<file path="src/rtl/ssd_pkg.sv">
// Shared constants and the active-low seven-segment table for display blocks.
package ssd_pkg;

    localparam logic [7:0] SEG_BLANK = 8'hFF;
    localparam int         PWM_BITS  = 4;

    // Active-low {a,b,c,d,e,f,g} pattern for one hex nibble.
    function automatic logic [6:0] seg_decode(input logic [3:0] nib);
        logic [6:0] seg;
        case (nib)
            4'h0:    seg = 7'b0000001;
            4'h1:    seg = 7'b1001111;
            4'h2:    seg = 7'b0010010;
            4'h3:    seg = 7'b0000110;
            4'h4:    seg = 7'b1001100;
            4'h5:    seg = 7'b0100100;
            4'h6:    seg = 7'b0100000;
            4'h7:    seg = 7'b0001111;
            4'h8:    seg = 7'b0000000;
            4'h9:    seg = 7'b0000100;
            4'hA:    seg = 7'b0001000;
            4'hB:    seg = 7'b1100000;
            4'hC:    seg = 7'b0110001;
            4'hD:    seg = 7'b1000010;
            4'hE:    seg = 7'b0110000;
            4'hF:    seg = 7'b0111000;
            default: seg = 7'b1111111;
        endcase
        return seg;
    endfunction

endpackage

</file>
<file path="src/rtl/ssd_hex_decode.sv">
// Combinational nibble + decimal point to active-low cathode pattern.
module ssd_hex_decode
    import ssd_pkg::*;
(
    input  logic [3:0] nibble,
    input  logic       dp,
    output logic [7:0] cathodes
);

    // Segments in [7:1], decimal point (active-low) in [0].
    always_comb begin
        cathodes = {seg_decode(nibble), ~dp};
    end

endmodule

</file>
<file path="src/rtl/ssd_scan_driver.sv">
// N-digit multiplexed seven-segment driver with frame-synchronous double buffering,
// leading-zero blanking and PWM brightness.
module ssd_scan_driver
    import ssd_pkg::*;
#(
    parameter int NUM_DIGITS    = 8,
    parameter int SCAN_BITS     = 18,
    parameter int BLANK_LEADING = 1
) (
    input  logic                    clk,
    input  logic                    rst,
    input  logic                    load,
    input  logic [4*NUM_DIGITS-1:0] value,
    input  logic [NUM_DIGITS-1:0]   dp_in,
    input  logic [NUM_DIGITS-1:0]   digit_en,
    input  logic [3:0]              bright_lvl,
    output logic [NUM_DIGITS-1:0]   anodes,
    output logic [7:0]              cathodes,
    output logic                    pending,
    output logic                    frame_done
);

    localparam int              IDX_W    = (NUM_DIGITS > 1) ? $clog2(NUM_DIGITS) : 1;
    localparam logic [IDX_W-1:0] LAST_IDX = IDX_W'(NUM_DIGITS - 1);

    logic [SCAN_BITS-1:0]    presc_r;
    logic [IDX_W-1:0]        idx_r;
    logic [4*NUM_DIGITS-1:0] act_val_r;
    logic [4*NUM_DIGITS-1:0] shd_val_r;
    logic [NUM_DIGITS-1:0]   act_dp_r;
    logic [NUM_DIGITS-1:0]   shd_dp_r;
    logic                    pending_r;
    logic                    frame_done_r;
    logic [NUM_DIGITS-1:0]   anodes_r;
    logic [7:0]              cathodes_r;

    logic                    tick_s;
    logic                    boundary_s;
    logic                    pwm_on_s;
    logic [NUM_DIGITS-1:0]   blank_vec_s;
    logic [NUM_DIGITS-1:0]   sel_s;
    logic [NUM_DIGITS-1:0]   anode_nxt_s;
    logic [3:0]              nib_s;
    logic                    dp_s;
    logic                    en_s;
    logic                    blank_s;
    logic                    light_s;
    logic [7:0]              dec_s;

    assign tick_s     = &presc_r;
    assign boundary_s = tick_s & (idx_r == LAST_IDX);
    assign pwm_on_s   = (presc_r[SCAN_BITS-1 -: PWM_BITS] <= bright_lvl);

    // A digit is blank when it and every more significant nibble are zero and its dp is dark.
    always_comb begin
        logic zero_run_v;
        zero_run_v  = 1'b1;
        blank_vec_s = '0;
        for (int i = NUM_DIGITS - 1; i >= 0; i--) begin
            zero_run_v     = zero_run_v & (act_val_r[4*i +: 4] == 4'h0);
            blank_vec_s[i] = (BLANK_LEADING != 0) && (i != 0) && zero_run_v && !act_dp_r[i];
        end
    end

    // Select the current digit's data and form the next anode vector; at most one bit is low.
    always_comb begin
        nib_s   = 4'h0;
        dp_s    = 1'b0;
        en_s    = 1'b0;
        blank_s = 1'b0;
        sel_s   = '0;
        for (int i = 0; i < NUM_DIGITS; i++) begin
            sel_s[i] = (idx_r == IDX_W'(i));
            nib_s    = nib_s | ({4{sel_s[i]}} & act_val_r[4*i +: 4]);
            dp_s     = dp_s | (sel_s[i] & act_dp_r[i]);
            en_s     = en_s | (sel_s[i] & digit_en[i]);
            blank_s  = blank_s | (sel_s[i] & blank_vec_s[i]);
        end
        light_s = en_s & pwm_on_s & ~blank_s;
        for (int i = 0; i < NUM_DIGITS; i++) begin
            anode_nxt_s[i] = ~(light_s & sel_s[i]);
        end
    end

    ssd_hex_decode u_dec (
        .nibble   (nib_s),
        .dp       (dp_s),
        .cathodes (dec_s)
    );

    // Prescaler, digit index and frame pulse.
    always_ff @(posedge clk) begin
        if (rst) begin
            presc_r      <= '0;
            idx_r        <= '0;
            frame_done_r <= 1'b0;
        end else begin
            presc_r      <= presc_r + SCAN_BITS'(1);
            frame_done_r <= boundary_s;
            if (tick_s) begin
                idx_r <= (idx_r == LAST_IDX) ? '0 : idx_r + IDX_W'(1);
            end
        end
    end

    // Shadow/active buffers; a load on the boundary cycle stays pending for the next frame.
    always_ff @(posedge clk) begin
        if (rst) begin
            act_val_r <= '0;
            act_dp_r  <= '0;
            shd_val_r <= '0;
            shd_dp_r  <= '0;
            pending_r <= 1'b0;
        end else begin
            if (boundary_s && pending_r) begin
                act_val_r <= shd_val_r;
                act_dp_r  <= shd_dp_r;
            end
            if (load) begin
                shd_val_r <= value;
                shd_dp_r  <= dp_in;
                pending_r <= 1'b1;
            end else if (boundary_s) begin
                pending_r <= 1'b0;
            end
        end
    end

    // Registered pin drive.
    always_ff @(posedge clk) begin
        if (rst) begin
            anodes_r   <= '1;
            cathodes_r <= SEG_BLANK;
        end else begin
            anodes_r   <= anode_nxt_s;
            cathodes_r <= light_s ? dec_s : SEG_BLANK;
        end
    end

    assign anodes     = anodes_r;
    assign cathodes   = cathodes_r;
    assign pending    = pending_r;
    assign frame_done = frame_done_r;

endmodule
</file>
<file path="config.mk">
export PLATFORM = sky130hd
export DESIGN_NAME = ssd_scan_driver
export DESIGN_NICKNAME = d
export VERILOG_FILES = /design/src/rtl/ssd_pkg.sv /design/src/rtl/ssd_hex_decode.sv /design/src/rtl/ssd_scan_driver.sv
export SDC_FILE = /design/constraint.sdc
export NUM_CORES = 1
export LEC_CHECK = 0
export ABC_AREA = 0
export CAP_MARGIN = 20
export CELL_PAD_IN_SITES_DETAIL_PLACEMENT = 0
export CELL_PAD_IN_SITES_GLOBAL_PLACEMENT = 1
export CORE_MARGIN = 1
export CORE_UTILIZATION = 35
export DETAILED_ROUTE_END_ITERATION = 7
export PLACE_DENSITY = 0.8
export SETUP_SLACK_MARGIN = 0.5
export SLEW_MARGIN = 5
export SYNTH_ARGS = -nofsm -noshare
export SYNTH_HDL_FRONTEND = slang
export SYNTH_SLANG_ARGS = --single-unit
</file>
<file path="constraint.sdc">
create_clock -name clk -period 5.83 [get_ports clk]
set_clock_uncertainty 0.2 [all_clocks]
set_input_delay 1.166 -clock clk [delete_from_list [all_inputs] [get_ports clk]]
set_output_delay 1.166 -clock clk [all_outputs]
set_load 0.01 [all_outputs]
</file>
==> results.yml <==
finish:
  ff_latch_area_um2: 2382
  fin_nets: 683
  antenna_cells: 0
  drive_above_1_share_pct: 6.400
  layout.cells.non_filler: 801
  multi_input_area_um2: 2305
  stdcell_area_um2: 6341
  fillCellCount: 1295
  area_growth_pct: 28.83
yosys:
  async_reset_ff_share_pct: 0
  avgSynthCellArea_um2: 8.901
  synth-edff-count: 0
  synthFlopType: "dfxtp_1"
  synthCells: 553
  ys_ff_latch: 119
  synth_cell_types: 39
  synth_top_area_cell: "dfxtp_1"
  ys_top_cells_by_area: "dfxtp_1 (48%), mux2i_1 (10%), nand2_1 (7.6%)"
  yosysSeqAreaShare_pct: 48.40
  syn_nets: 624
  synth_top_area_share_pct: 48.40
  synth_area_um2: 4922
  yosysWarnings: 0
setup_path:
  required_ns: 5.91
  path_class: "flip-flop to flip-flop"
  path_max_fanout: 19
  end_kind: "flip-flop"
  arrival_ns: 3.40
  critPathLaunchType: "flip-flop"
clock_network:
  cts_made_buffers: 17
  post-cts-setup-buffer-count: 0
  ctsLongestPathBuffers: 2
  clk_pin_slew_ns: 0.05
  cts_resized: 0
  clockRootBuffer: "clkbuf_16"
  cts_hold_buf: 0
  cts_tree: "built"
  h-tree-depth: 4
  clk_latency_ns: 0.42
  clock-sinks: 119
grt:
  grt_overflow: 0
  antenna_found_initial: 0
  grt_usage_pct: 16.37
  grt_pass1_vias: 3853
  grt_pass1_wl_mm: 18.49
  grt_max_degree: 104
power:
  power_density_nw_per_um2: 320.1
  power_leakage_nw: 2.422
  irDropWorstVdd_mv: 0.1976
die:
  dieWidth_um: 120.6
  rows: 42
  start_util_pct: 36.59
  coreArea_um2: 13450
  fp.dieArea_um2: 14540
  die_height_um: 120.6
  io_pins: 73
routing:
  drt-total-wl_mm: 11.28
  vias: 4062
  viasPerCell: 5.071
  wl_per_cell_um: 14.08
  drt_pre_antenna_iters: 6
  ant_nets: 0
  first_iter_violations: 347
  post-route-drc-count: 0
sta:
  worst_slew_pin_slew_ns: 1.028
  max_slew_margin_pct: 31.44
  slew_viol_final: 0
  grt_setup_unrepaired: "false"
  timing.setup.tns_ns: 0
  fin_crit_sh_pct: 57.00
  hold_viol_final: 0
  period_needed_ns: 3.323
  timing.fmax_ghz: 0.3009
  setup_viol: 0
placed_design:
  dp_cells: 767
  place.port_buffers: 72
  gp_congestion: 0.8653
  dpl_cell_area_um2: 5700
  dpl.hpwl_mm: 7.986
flow_run:
  cap_violations: 0
outcome:
  run_status: "finished clean"
hold_path:
  worstHoldPathType: "flip-flop to flip-flop"
-- power by group --
| group | total, mW | leakage [nW] | switching [mW] | internal [mW] |
|---|---|---|---|---|
| Combinational | 0.101 | 1.15 | 0.0414 | 0.0593 |
| Clock | 1.08 | 0.301 | 0.347 | 0.733 |
| Sequential | 0.849 | 0.970 | 0.0126 | 0.836 |
| Total | 2.03 | 2.42 | 0.401 | 1.63 |
-- area by class of cell --
cell class	count	area share, %
Sequential cell	119	37.57
Multi-Input combinational cell	381	36.35
Timing Repair Buffer	77	11.96
Clock buffer	23	7.380
Tap cell	176	3.473
Clock inverter	9	2.328
Inverter	16	0.9471
-- synth_stat cells, types with 5 or more instances --
library cell / n
dfxtp_1: 119
nand2_1: 100
nor2_1: 61
a21oi_1: 51
mux2i_1: 51
clkbuf_1: 30
ha_1: 16
inv_1: 15
nand3_1: 14
o21ai_0: 13
a222oi_1: 9
xor2_1: 7
a221oi_1: 5
nor2b_1: 5
xnor2_1: 5
-- stage by stage --
step	worst slack, ns	hold slack, ns	total power [mW]	util, %
global placement	2.424	0.2409	0.9623	42.37
detailed placement	2.288	0.2507	0.9661	42.37
global route	2.192	0.2786	2.097	47.14
floorplan	3.044	0.2295	0.9106	-
finish	2.507	0.2549	2.030	47.14
CTS	2.277	0.2569	2.050	46.95
-- kinds of logic after synthesis --
group,count (synthesis),share of synthesized area [%]
flip-flops,119,48.40
multiplexers,52,10.60
adder cells (fa/ha/maj),16,4.067
XOR/XNOR,12,2.135
buffers and inverters,53,4.779
AO/OA/AOI/OAI,94,11.95
AND/OR/NAND/NOR,207,18.07
-- registers in the layout, summed over array words and instances, names as in the netlist --
register / cells
act_val_r: 32
shd_val_r: 32
presc_r: 18
act_dp_r: 8
anodes: 8
cathodes: 8
shd_dp_r: 8
idx_r: 3
frame_done: 1
pending: 1
-- path summary, 6_finish.rpt --
path,start,end,slack [ns],depth (start not counted)
max,idx_r[2]$_SDFFE_PP0P_,cathodes[4]$_SDFF_PP1_,2.51,9
min,act_val_r[0]$_SDFFE_PP0P_,act_val_r[0]$_SDFFE_PP0P_,0.25,2
max reg2reg,idx_r[2]$_SDFFE_PP0P_,cathodes[4]$_SDFF_PP1_,2.51,9
min reg2reg,act_val_r[0]$_SDFFE_PP0P_,act_val_r[0]$_SDFFE_PP0P_,0.25,2
-- critical path: stages (launching register included) --
cell and delay, ns:
dfxtp_1 0.75, clkinv_1 0.42, ha_1 0.42, a221oi_1 0.26, o21ai_0 0.31, inv_1 0.22, ha_1 0.27, mux2i_1 0.13
mux2_2 0.16, nand2_1 0.04
-- layer usage --
metal,routed length [um],GRT usage (%),vias to the layer above
met5,0,0,-
met4,288,7.022,0
met3,660,5.425,24
met2,5226,25.83,127
met1,5100,20.32,1886
li1,-,-,2025
-- cells in the final DEF (no fill, tap or decap), types with 5 or more instances in the layout --
cell type | synthesis | routed
dfxtp_1 | 119 | 119
nand2_1 | 100 | 100
clkdlybuf4s50_1 | 0 | 70
nor2_1 | 61 | 61
mux2i_1 | 51 | 51
a21oi_1 | 51 | 51
clkbuf_16 | 0 | 17
ha_1 | 16 | 16
inv_1 | 15 | 15
nand3_1 | 14 | 14
o21ai_0 | 13 | 13
a222oi_1 | 9 | 9
xor2_1 | 7 | 7
a221oi_1 | 5 | 5
nor2b_1 | 5 | 5
xnor2_1 | 5 | 5
(Power assumes the default switching activity.)
